**src/rtl/rst_seq_x1.sv**
```systemverilog
`default_nettype none
// ============================================================================
//  Module   : rst_seq_x1
//  Purpose  : Reset sequencer. Turns the asynchronous active-low chip reset
//             into NDOM staged, clock-synchronous active-low reset releases.
//             The tie-high net is the D input of the synchroniser chain, so
//             reset assertion is immediate and deassertion is synchronised,
//             stretched and released one domain at a time, GAP cycles apart.
//  Revision : 1.0  initial release
// ----------------------------------------------------------------------------
//  Ports
//    ck        in   clock
//    nrst      in   asynchronous active-low reset
//    one       in   tie-high net, data input of the synchroniser chain
//    swrst     in   synchronous software reset request (active high)
//    nrst_out  out  [NDOM] per-domain active-low reset, bit 0 released first
//    ready     out  high once every domain is released
//    busy      out  high while stretching or releasing
// ============================================================================
module rst_seq_x1 #(
    parameter int SYNC_STAGES = 2,
    parameter int STRETCH     = 16,
    parameter int NDOM        = 3,
    parameter int GAP         = 4
) (
    input  logic            ck,
    input  logic            nrst,
    input  logic            one,
    input  logic            swrst,
    output logic [NDOM-1:0] nrst_out,
    output logic            ready,
    output logic            busy
);

    localparam int C_MAXCNT = (STRETCH > GAP) ? STRETCH : GAP;
    localparam int C_CNT_W  = $clog2(C_MAXCNT) + 1;

    localparam logic [C_CNT_W-1:0] C_STRETCH_LAST = C_CNT_W'(STRETCH - 1);
    localparam logic [C_CNT_W-1:0] C_GAP_LAST     = C_CNT_W'(GAP - 1);
    localparam logic [NDOM-1:0]    C_FIRST_DOM    = NDOM'(1);

    typedef enum logic [1:0] {
        S_HOLD    = 2'd0,
        S_STRETCH = 2'd1,
        S_RELEASE = 2'd2,
        S_RUN     = 2'd3
    } state_t;

    state_t                  state_q, state_d;
    logic [SYNC_STAGES-1:0]  sync_q;
    logic [C_CNT_W-1:0]      cnt_q, cnt_d;
    logic [NDOM-1:0]         nrst_out_q, nrst_out_d;
    logic                    ready_q, ready_d;
    logic                    busy_q, busy_d;
    logic                    synced;
    logic [NDOM-1:0]         next_mask;

    assign synced = sync_q[SYNC_STAGES-1];

    // Released domains form a contiguous run of ones from bit 0, so the next
    // domain is released by shifting in another one from the bottom.
    assign next_mask = (nrst_out_q << 1) | C_FIRST_DOM;

    always_ff @(posedge ck or negedge nrst) begin
        if (!nrst) begin
            sync_q     <= '0;
            state_q    <= S_HOLD;
            cnt_q      <= '0;
            nrst_out_q <= '0;
            ready_q    <= 1'b0;
            busy_q     <= 1'b0;
        end else begin
            sync_q     <= {sync_q[SYNC_STAGES-2:0], one};
            state_q    <= state_d;
            cnt_q      <= cnt_d;
            nrst_out_q <= nrst_out_d;
            ready_q    <= ready_d;
            busy_q     <= busy_d;
        end
    end

    always_comb begin
        state_d    = state_q;
        cnt_d      = cnt_q;
        nrst_out_d = nrst_out_q;
        ready_d    = ready_q;
        busy_d     = busy_q;

        if (state_q == S_HOLD) begin
            nrst_out_d = '0;
            ready_d    = 1'b0;
            busy_d     = 1'b0;
            cnt_d      = '0;
            if (synced) begin
                state_d = S_STRETCH;
                busy_d  = 1'b1;
            end
        end else if (!synced) begin
            // Losing the tie-high net outranks a software reset request.
            state_d    = S_HOLD;
            cnt_d      = '0;
            nrst_out_d = '0;
            ready_d    = 1'b0;
            busy_d     = 1'b0;
        end else if (swrst) begin
            state_d    = S_STRETCH;
            cnt_d      = '0;
            nrst_out_d = '0;
            ready_d    = 1'b0;
            busy_d     = 1'b1;
        end else begin
            case (state_q)
                S_STRETCH: begin
                    if (cnt_q == C_STRETCH_LAST) begin
                        cnt_d      = '0;
                        nrst_out_d = C_FIRST_DOM;
                        if (NDOM == 1) begin
                            state_d = S_RUN;
                            ready_d = 1'b1;
                            busy_d  = 1'b0;
                        end else begin
                            state_d = S_RELEASE;
                        end
                    end else begin
                        cnt_d = cnt_q + 1'b1;
                    end
                end
                S_RELEASE: begin
                    if (cnt_q == C_GAP_LAST) begin
                        cnt_d      = '0;
                        nrst_out_d = next_mask;
                        if (next_mask[NDOM-1]) begin
                            state_d = S_RUN;
                            ready_d = 1'b1;
                            busy_d  = 1'b0;
                        end
                    end else begin
                        cnt_d = cnt_q + 1'b1;
                    end
                end
                default: begin
                    // S_RUN: outputs hold until a reset of some kind.
                end
            endcase
        end
    end

    assign nrst_out = nrst_out_q;
    assign ready    = ready_q;
    assign busy     = busy_q;

endmodule
`default_nettype wire

```
**config.mk**
```make
export PLATFORM = sky130hd
export DESIGN_NAME = rst_seq_x1
export DESIGN_NICKNAME = d
export VERILOG_FILES = /design/src/rtl/rst_seq_x1.sv
export SDC_FILE = /design/constraint.sdc
export NUM_CORES = 1
export LEC_CHECK = 0
export CORE_MARGIN = 2
export CORE_UTILIZATION = 56
export DETAILED_ROUTE_END_ITERATION = 8
export GPL_TIMING_DRIVEN = 0
export PLACE_DENSITY = 0.8
export SYNTH_ARGS = -nofsm -noshare
export SYNTH_HDL_FRONTEND = slang
export SYNTH_SLANG_ARGS = --single-unit
```
**constraint.sdc**
```tcl
create_clock -name ck -period 3.6 [get_ports ck]
set_clock_uncertainty 0.2 [all_clocks]
set_input_delay 0.36 -clock ck [delete_from_list [all_inputs] [get_ports ck]]
set_output_delay 0.36 -clock ck [all_outputs]
set_load 0.01 [all_outputs]
```
==> impl_metrics.ini, run 1 <==
[floorplanning]
pin_count = 9
row_count = 13
start_util_pct = 58.8
die_h_um = 40.7
core_um2 = 1280
die_w_um = 40.7
die-area_um2 = 1660

[setup_path]
path_max_fanout = 5
r2r_start = cnt_q[0]
crit_type = flip-flop to flip-flop
rrSetupSlack_ns = 1.57
worst-r2r-cell-count = 7
worstPathRequired_ns = 3.61
critPathCaptureType = flip-flop
startpoint_type = flip-flop
rr_endpoint = cnt_q[3]
cp.arrival_ns = 2.04

[hold_path]
hold_class = flip-flop to flip-flop
hp-start = sync_q[0]
hold_path_depth = 0
min_to = sync_q[1]

[logic_synthesis]
synth.top_cell.area_share_pct = 46.4
syn_avg_cell_area_um2 = 10.6
synth_fp_nets = 78
ys_seq_area_share_pct = 46.4
synth_seq_cells = 14
yosysTopAreaCell = dfrtp_1
yosys.cell_types.count = 30
synth-warning-count = 0
netlist_area_um2 = 756
netlist_instances = 71
synth_area_leaders = dfrtp_1, ha_1, a22o_1
async_flop_share_pct = 100
synth_edf_count = 0
synth_ff_type = dfrtp_1

[flow_run]
drv_cap = 0

[timing]
fin_ws_ns = 1.57
setup_viol_count_final = 0
finalCritPeriodShare_pct = 56.3
fmax_ghz = 0.493
slew_viol_final = 0
worst_pin_slew_ns = 0.600
setup-tns-final_ns = 0
relSlewSlack_pct = 59.9
holdWs_ns = 0.159
hold_viol_final = 0
grt_setup_unrepaired = no
min_period_ns = 2.03

[finish]
diodes = 0
fin_util_pct = 69.3
fin_cells = 98
final_nets = 91
drive_above_1_share_pct = 16.9
stdcell_area_um2 = 891
fillers = 99
final_common_cell = dfrtp_1
layout_common_cells = dfrtp_1, clkdlybuf4s50_1, nor2_1, nand2_1, a21oi_1
syn_to_final_growth_pct = 17.9

[clocking]
clock_path_buffers = 2
htree_levels = 1
cts-resized-gates = 0
cts_setup_buffers = 0
postCtsHoldBufs = 0
cts_buffers = 3
cts_tree = built
cts_root_buf = clkbuf_4
clock_sinks = 14
clk_pin_slew_ns = 0.08
clkLatencyLatePin_ns = 0.28

[pwr]
leakage_nw = 0.378
p_total_mw = 0.320
peakVddDrop_uv = 257
power.density_nw_per_um2 = 359

[routing]
dr.first_iter.drc_count = 6
via_per_inst = 5.84
wire_per_inst_um = 13.2
vias = 572
drc = 0
wirelength_um = 1300
drtAntennaViolNets = 0
drt_first_pass_iters = 2

[placement]
pre_cts_ws_ns = 1.58
place_inst = 94
place_congestion = 0.779
dpl_cell_area_um2 = 855
detailed_place_hpwl_um = 975
io_buffers = 8

[global_route]
grt_overflow = 0
grt_pass1_wl_um = 2110
antenna_found_initial = 0
grt_max_degree = 15
grt_pass1_vias = 479
grt_use_total_pct = 20.1

[outcome]
status = complete, no violations
-- layer usage --
metal	part of all wire [%]	vias to the layer above	track usage (%)
li1	-	280	-
met1	50	277	28.0
met2	44	10	29.0
met3	3.3	5	3.26
met4	2.9	0	12.5
met5	0	-	0
-- sequential cells by signal, summed over array words and instances, names as in the netlist --
| name | flops |
|---|---|
| cnt_q | 5 |
| nrst_out | 3 |
| state_q | 2 |
| sync_q | 2 |
| busy | 1 |
| ready | 1 |
-- worst max-delay path, cell delays in order, from the launching register on --
cell and delay [ns]:
dfrtp_1 0.43, ha_1 0.26, nand3_1 0.11, inv_1 0.05
ha_1 0.22, o32ai_2 0.38, a41oi_1 0.16, a31oi_1 0.15
-- synthesized netlist by cell type, types with 2 or more instances --
cell / n
dfrtp_1: 14
o21ai_0: 3
o21a_1: 2
nor2_1: 7
ha_1: 3
nand3_1: 4
a22o_1: 4
inv_1: 4
a21oi_1: 5
nand2_1: 5
-- area by class of cell --
type	instances	area, um2	share of cell area (%)
Timing Repair Buffer	8	80.1	8.99
Tap cell	15	18.8	2.11
Inverter	4	15.0	1.69
Buffer	2	18.8	2.11
Clock buffer	4	36.3	4.07
Sequential cell	14	350	39.3
Multi-Input combinational cell	51	372	41.7
-- logic make-up (layout without fill, tap and decap cells) --
kind of cell    Yosys count  in the layout  share of synthesized area (%)
flops                    14             14                           46.4
buf+inv                   6             18                           4.47
compound gates           20             20                           19.2
fa+ha+maj                 3              3                           4.97
simple gates             27             27                           23.7
mux                       1              1                           1.32
-- power by group --
part           switching, mW  internal (mW)
sequential           0.00846          0.165
combinational         0.0162         0.0164
clock                 0.0518         0.0616
-- worst max path at each step --
stage                         from  endpoint  slack [ns]  cells after the start
after floorplan           cnt_q[0]  cnt_q[3]        1.74                      7
after global placement       swrst  cnt_q[3]        1.61                      5
after detailed placement     swrst  cnt_q[3]        1.58                      5
after CTS                 cnt_q[0]  cnt_q[3]        1.57                      7
after global routing      cnt_q[0]  cnt_q[3]        1.43                      7
final                     cnt_q[0]  cnt_q[3]        1.57                      7
No activity file was read; power rests on OpenSTA's default activity.
==> inputs of run 2 (changes only) <==
--- a/config.mk
+++ b/config.mk
@@ -6,10 +6,10 @@
 export NUM_CORES = 1
 export LEC_CHECK = 0
 export CORE_MARGIN = 2
-export CORE_UTILIZATION = 56
+export CORE_UTILIZATION = 52
 export DETAILED_ROUTE_END_ITERATION = 8
 export GPL_TIMING_DRIVEN = 0
-export PLACE_DENSITY = 0.8
+export PLACE_DENSITY = 0.75
 export SYNTH_ARGS = -nofsm -noshare
 export SYNTH_HDL_FRONTEND = slang
 export SYNTH_SLANG_ARGS = --single-unit
==> constraint.sdc (replaced) <==
create_clock -name ck -period 2 [get_ports ck]
set_clock_uncertainty 0.2 [all_clocks]
set_input_delay 0.2 -clock ck [delete_from_list [all_inputs] [get_ports ck]]
set_output_delay 0.2 -clock ck [all_outputs]
set_load 0.01 [all_outputs]
==> impl_metrics.ini, run 2 (synthesis results as in run 1) <==
[finish]
final_nets = 94
syn_to_final_growth_pct = 24.0
layout_common_cells = dfrtp_1, clkdlybuf4s50_1, nor2_1, nand2_1, a21oi_1
largest_reg_flops = 5
fin_cells = 101
stdcell_area_um2 = 937
largest_register = cnt_q
final_common_cell = dfrtp_1
diodes = 0
drive_above_1_share_pct = 23.3
fillers = 107

[global_route]
grt_pass1_vias = 549
grt_overflow = 0
grt_max_degree = 15
grt_pass1_wl_um = 2450
antenna_found_initial = 0
grt_use_total_pct = 18.3

[setup_path]
r2r_start = cnt_q[0]
cpMaxStageDelayCell = dfrtp_1
startpoint_type = flip-flop
slowest_delay_ns = 0.43
rrSetupSlack_ns = 0.03
cp.arrival_ns = 1.97
rr_endpoint = cnt_q[3]
path_max_fanout = 5
crit_type = flip-flop to flip-flop
critPathBufInv = 1
critPathCaptureType = flip-flop
worst-r2r-cell-count = 7
path_common_cell = ha_2
cp.depth = 7
path_cells = ha_2, nand3_1, inv_1, ha_2, o32ai_4, a41oi_2, a31oi_1
crit_start = cnt_q[0]
worstPathRequired_ns = 2.00
cp-endpoint = cnt_q[3]
cpLargestDelayFamily = compound AO/OA/AOI/OAI gates

[routing]
wirelength_um = 1500
drt_first_pass_iters = 4
via_per_inst = 5.98
vias = 604
drc = 0
dr.first_iter.drc_count = 22
wire_per_inst_um = 14.8
drtAntennaViolNets = 0

[timing]
worst_pin_slew_ns = 0.604
hold_viol_final = 0
slew_viol_final = 0
min_period_ns = 1.97
finalCritPeriodShare_pct = 98.7
relSlewSlack_pct = 59.6
fmax_ghz = 0.507
setup_viol_count_final = 0

[floorplanning]
pin_count = 9
die_h_um = 42.1
row_count = 13
start_util_pct = 56.7
die-area_um2 = 1770
die_w_um = 42.1
core_um2 = 1330

[placement]
place_inst = 94
dpl_cell_area_um2 = 855
io_buffers = 8
detailed_place_hpwl_um = 956
place_congestion = 0.783

[flow_run]
drv_cap = 0

[clocking]
htree_levels = 1
cts_buffers = 3
cts_tree = built
postCtsHoldBufs = 0
clock_sinks = 14
clkLatencyLatePin_ns = 0.29
clk_pin_slew_ns = 0.09
clock_path_buffers = 2
cts_root_buf = clkbuf_4

[pwr]
p_total_mw = 0.610
peakVddDrop_uv = 468
leakage_nw = 0.390
power.density_nw_per_um2 = 651

[hold_path]
hold_class = primary input to asynchronous set/reset pin

[outcome]
status = complete, no violations
-- run 2: layout make-up --
| class | count | area [um2] | share of cell area [%] |
|---|---|---|---|
| inverter | 4 | 15.0 | 1.60 |
| clock buffer | 4 | 36.3 | 3.87 |
| sequential | 14 | 350 | 37.4 |
| multi-input combinational | 51 | 395 | 42.2 |
| buffer | 2 | 18.8 | 2.00 |
| timing repair buffer | 11 | 103 | 10.9 |
| tap | 15 | 18.8 | 2.00 |
-- run 2: power by group --
| part | total, mW | leakage (nW) | switching [mW] | internal, mW |
|---|---|---|---|---|
| Sequential | 0.313 | 0.185 | 0.0154 | 0.298 |
| Combinational | 0.0871 | 0.184 | 0.0375 | 0.0496 |
| Clock | 0.210 | 0.0210 | 0.0984 | 0.111 |
| Total | 0.610 | 0.390 | 0.151 | 0.458 |
-- run 2: how the worst min path moves through the flow --
stage / endpoint / slack (ns) / cells past startpoint
floorplan: busy / -0.30 / 0
global placement: sync_q[1] / 0.14 / 0
detailed placement: sync_q[1] / 0.14 / 0
CTS: cnt_q[4] / 0.12 / 1
global route: cnt_q[4] / 0.16 / 1
finish: cnt_q[4] / 0.08 / 1
-- run 2: layer usage --
layer,global-route usage [%],wire length (um),vias up
met1,25.8,700,293
met5,0,0,-
li1,-,-,286
met3,3.88,74,5
met2,27.5,696,20
met4,7.50,26,0
-- run 2: timing repair --
item                                    in CTS  in global routing
cloned                                       0                  0
gates resized for setup                      1                  3
endpoints found under the hold margin        0                  0
endpoints found under the setup margin       1                  7
buffers inserted                             0                  3
pin swaps                                    0                  1
-- run 2: worst reg2reg max path: cells and delay by family (launching register included) --
family | cells | cell delay [ns]
simple gates | 1 | 0.10
fa+ha+maj | 2 | 0.41
compound gates | 3 | 0.69
buf+inv | 1 | 0.05
flops | 1 | 0.43
-- run 2: stage by stage --
stage | hold WS (ns) | TNS (ns) | setup slack [ns] | utilization [%]
floorplan | -0.296 | 0 | 0.138 | -
global placement | 0.140 | 0 | 0.0120 | 64.1
detailed placement | 0.138 | -0.00614 | -0.00614 | 64.1
CTS | 0.121 | 0 | 0.00597 | 67.6
global route | 0.158 | -0.115 | -0.115 | 70.3
finish | 0.0830 | 0 | 0.0270 | 70.3
==> inputs of run 3 (changes only) <==
==> config.mk (replaced) <==
export PLATFORM = sky130hd
export DESIGN_NAME = rst_seq_x1
export DESIGN_NICKNAME = d
export VERILOG_FILES = /design/src/rtl/rst_seq_x1.sv
export SDC_FILE = /design/constraint.sdc
export NUM_CORES = 1
export LEC_CHECK = 0
export CAP_MARGIN = 20
export CORE_AREA = 2 2 39 41
export DETAILED_ROUTE_END_ITERATION = 8
export DIE_AREA = 0 0 41 43
export DONT_BUFFER_PORTS = 1
export GPL_TIMING_DRIVEN = 0
export PLACE_DENSITY = 0.72
export SYNTH_ARGS = -nofsm -noshare
export SYNTH_HDL_FRONTEND = slang
export SYNTH_SLANG_ARGS = --single-unit
==> impl_metrics.ini, run 3 (synthesis results as in run 1) <==
[outcome]
status = complete, no violations

[global_route]
antenna_found_initial = 0
grt_max_degree = 15
grt_overflow = 0
grt_pass1_vias = 569
grt_pass1_wl_um = 2370
grt_use_total_pct = 20.8

[pwr]
p_total_mw = 0.589
leakage_nw = 0.363
power.density_nw_per_um2 = 680
peakVddDrop_uv = 366

[finish]
final_nets = 87
drive_above_1_share_pct = 21.5
largest_register = cnt_q
final_common_cell = dfrtp_1
fin_util_pct = 62.6
syn_to_final_growth_pct = 14.6
largest_reg_flops = 5
layout_common_cells = dfrtp_1, nor2_1, nand2_1, a21oi_1
diodes = 0

[routing]
wirelength_um = 1440
dr.first_iter.drc_count = 23
via_per_inst = 5.96
wire_per_inst_um = 15.2
drc = 0
vias = 566
drt_first_pass_iters = 6
drtAntennaViolNets = 0

[setup_path]
critPathBufInv = 1
slowest_delay_ns = 0.43
cp.arrival_ns = 1.85
crit_type = flip-flop to flip-flop
cpMaxStageDelayCell = dfrtp_1
crit_start = cnt_q[0]
worstPathRequired_ns = 2.01
rr_endpoint = cnt_q[3]
worst-r2r-cell-count = 7
critPathCaptureType = flip-flop
path_max_fanout = 4
startpoint_type = flip-flop
cp-endpoint = cnt_q[3]
rrSetupSlack_ns = 0.16
path_common_cell = ha_2
r2r_start = cnt_q[0]
path_cells = ha_2, nand3_1, inv_1, ha_2, o32ai_4, a41oi_1, a31oi_1
cp.depth = 7
cpLargestDelayFamily = compound AO/OA/AOI/OAI gates

[floorplanning]
core_um2 = 1380
row_count = 14
pin_count = 9
die-area_um2 = 1760
start_util_pct = 54.6
die_h_um = 43
die_w_um = 41

[clocking]
cts_tree = built
clock_path_buffers = 2
cts_buffers = 3
clkLatencyLatePin_ns = 0.28
clock_sinks = 14
clk_pin_slew_ns = 0.09
htree_levels = 1
cts_root_buf = clkbuf_4

[timing]
fin_ws_ns = 0.155
grt_setup_unrepaired = no
slew_viol_final = 0
finalCritPeriodShare_pct = 92.2
setup-tns-final_ns = 0
hold_viol_final = 0
worst_pin_slew_ns = 0.600
fmax_ghz = 0.542
setup_viol_count_final = 0
relSlewSlack_pct = 59.9
min_period_ns = 1.84

[flow_run]
drv_cap = 0

[placement]
detailed_place_hpwl_um = 1000
io_buffers = 0
place_congestion = 0.769
pre_cts_ws_ns = -0.0235

[hold_path]
hold_class = primary input to flip-flop
run 3: cell count changes in the layout (fill, tap and decap cells not counted), sizes merged:
cell	delta
clkdlybuf4s50	-8
dlygate4sd3	+3
buf	-2
run 3: through the flow:
step	cells	instance area, um2	hold WS [ns]
after floorplan	71	756	-0.296
after global placement	87	776	-0.295
after detailed placement	87	776	-0.295
after CTS	94	853	0.120
after global routing	95	866	0.132
final	95	866	0.136
run 3: worst min-delay path by stage:
stage                from     endpoint  slack, ns  cells after the start
detailed placement   nrst  nrst_out[1]      -0.30                      0
global placement     nrst  nrst_out[0]      -0.30                      0
CTS                 swrst     cnt_q[2]       0.12                      3
global route        swrst     cnt_q[2]       0.13                      3
floorplan            nrst         busy      -0.30                      0
finish              swrst     cnt_q[2]       0.14                      3
run 3: cell type report:
cell class	count	area, um2
plain buffers	2	18.8
clock buffers	4	36.3
fillers	116	518
inverters	4	15.0
multi-input cells	51	388
flip-flops and latches	14	350
well taps	16	20.0
repair buffers	4	37.5
run 3: power by group:
| group | internal [mW] | switching (mW) |
|---|---|---|
| clock | 0.111 | 0.0949 |
| combinational | 0.0362 | 0.0322 |
| sequential | 0.298 | 0.0170 |
run 3: what timing repair did:
item / in CTS / in global routing
pin swaps: 0 / 1
endpoints found under the hold margin: 22 / 0
resized for setup: 1 / 2
hold buffers: 3 / 0
setup buffers: 0 / 1
endpoints found under the setup margin: 1 / 4
run 3: worst reg2reg max path: stages, from the launching register on:
cell	delay, ns
dfrtp_1	0.43
ha_2	0.23
nand3_1	0.11
inv_1	0.05
ha_2	0.20
o32ai_4	0.26
a41oi_1	0.15
a31oi_1	0.15
run 3: routing by layer:
layer / vias to the layer above / routed length (um) / share of wire (%) / global-route usage [%]
met2: 10 / 705 / 49 / 30.0
met5: - / 0 / 0 / 0
met4: 0 / 20 / 1.4 / 14.0
li1: 272 / - / - / -
met3: 2 / 58 / 4.0 / 6.81
met1: 282 / 656 / 45 / 25.1
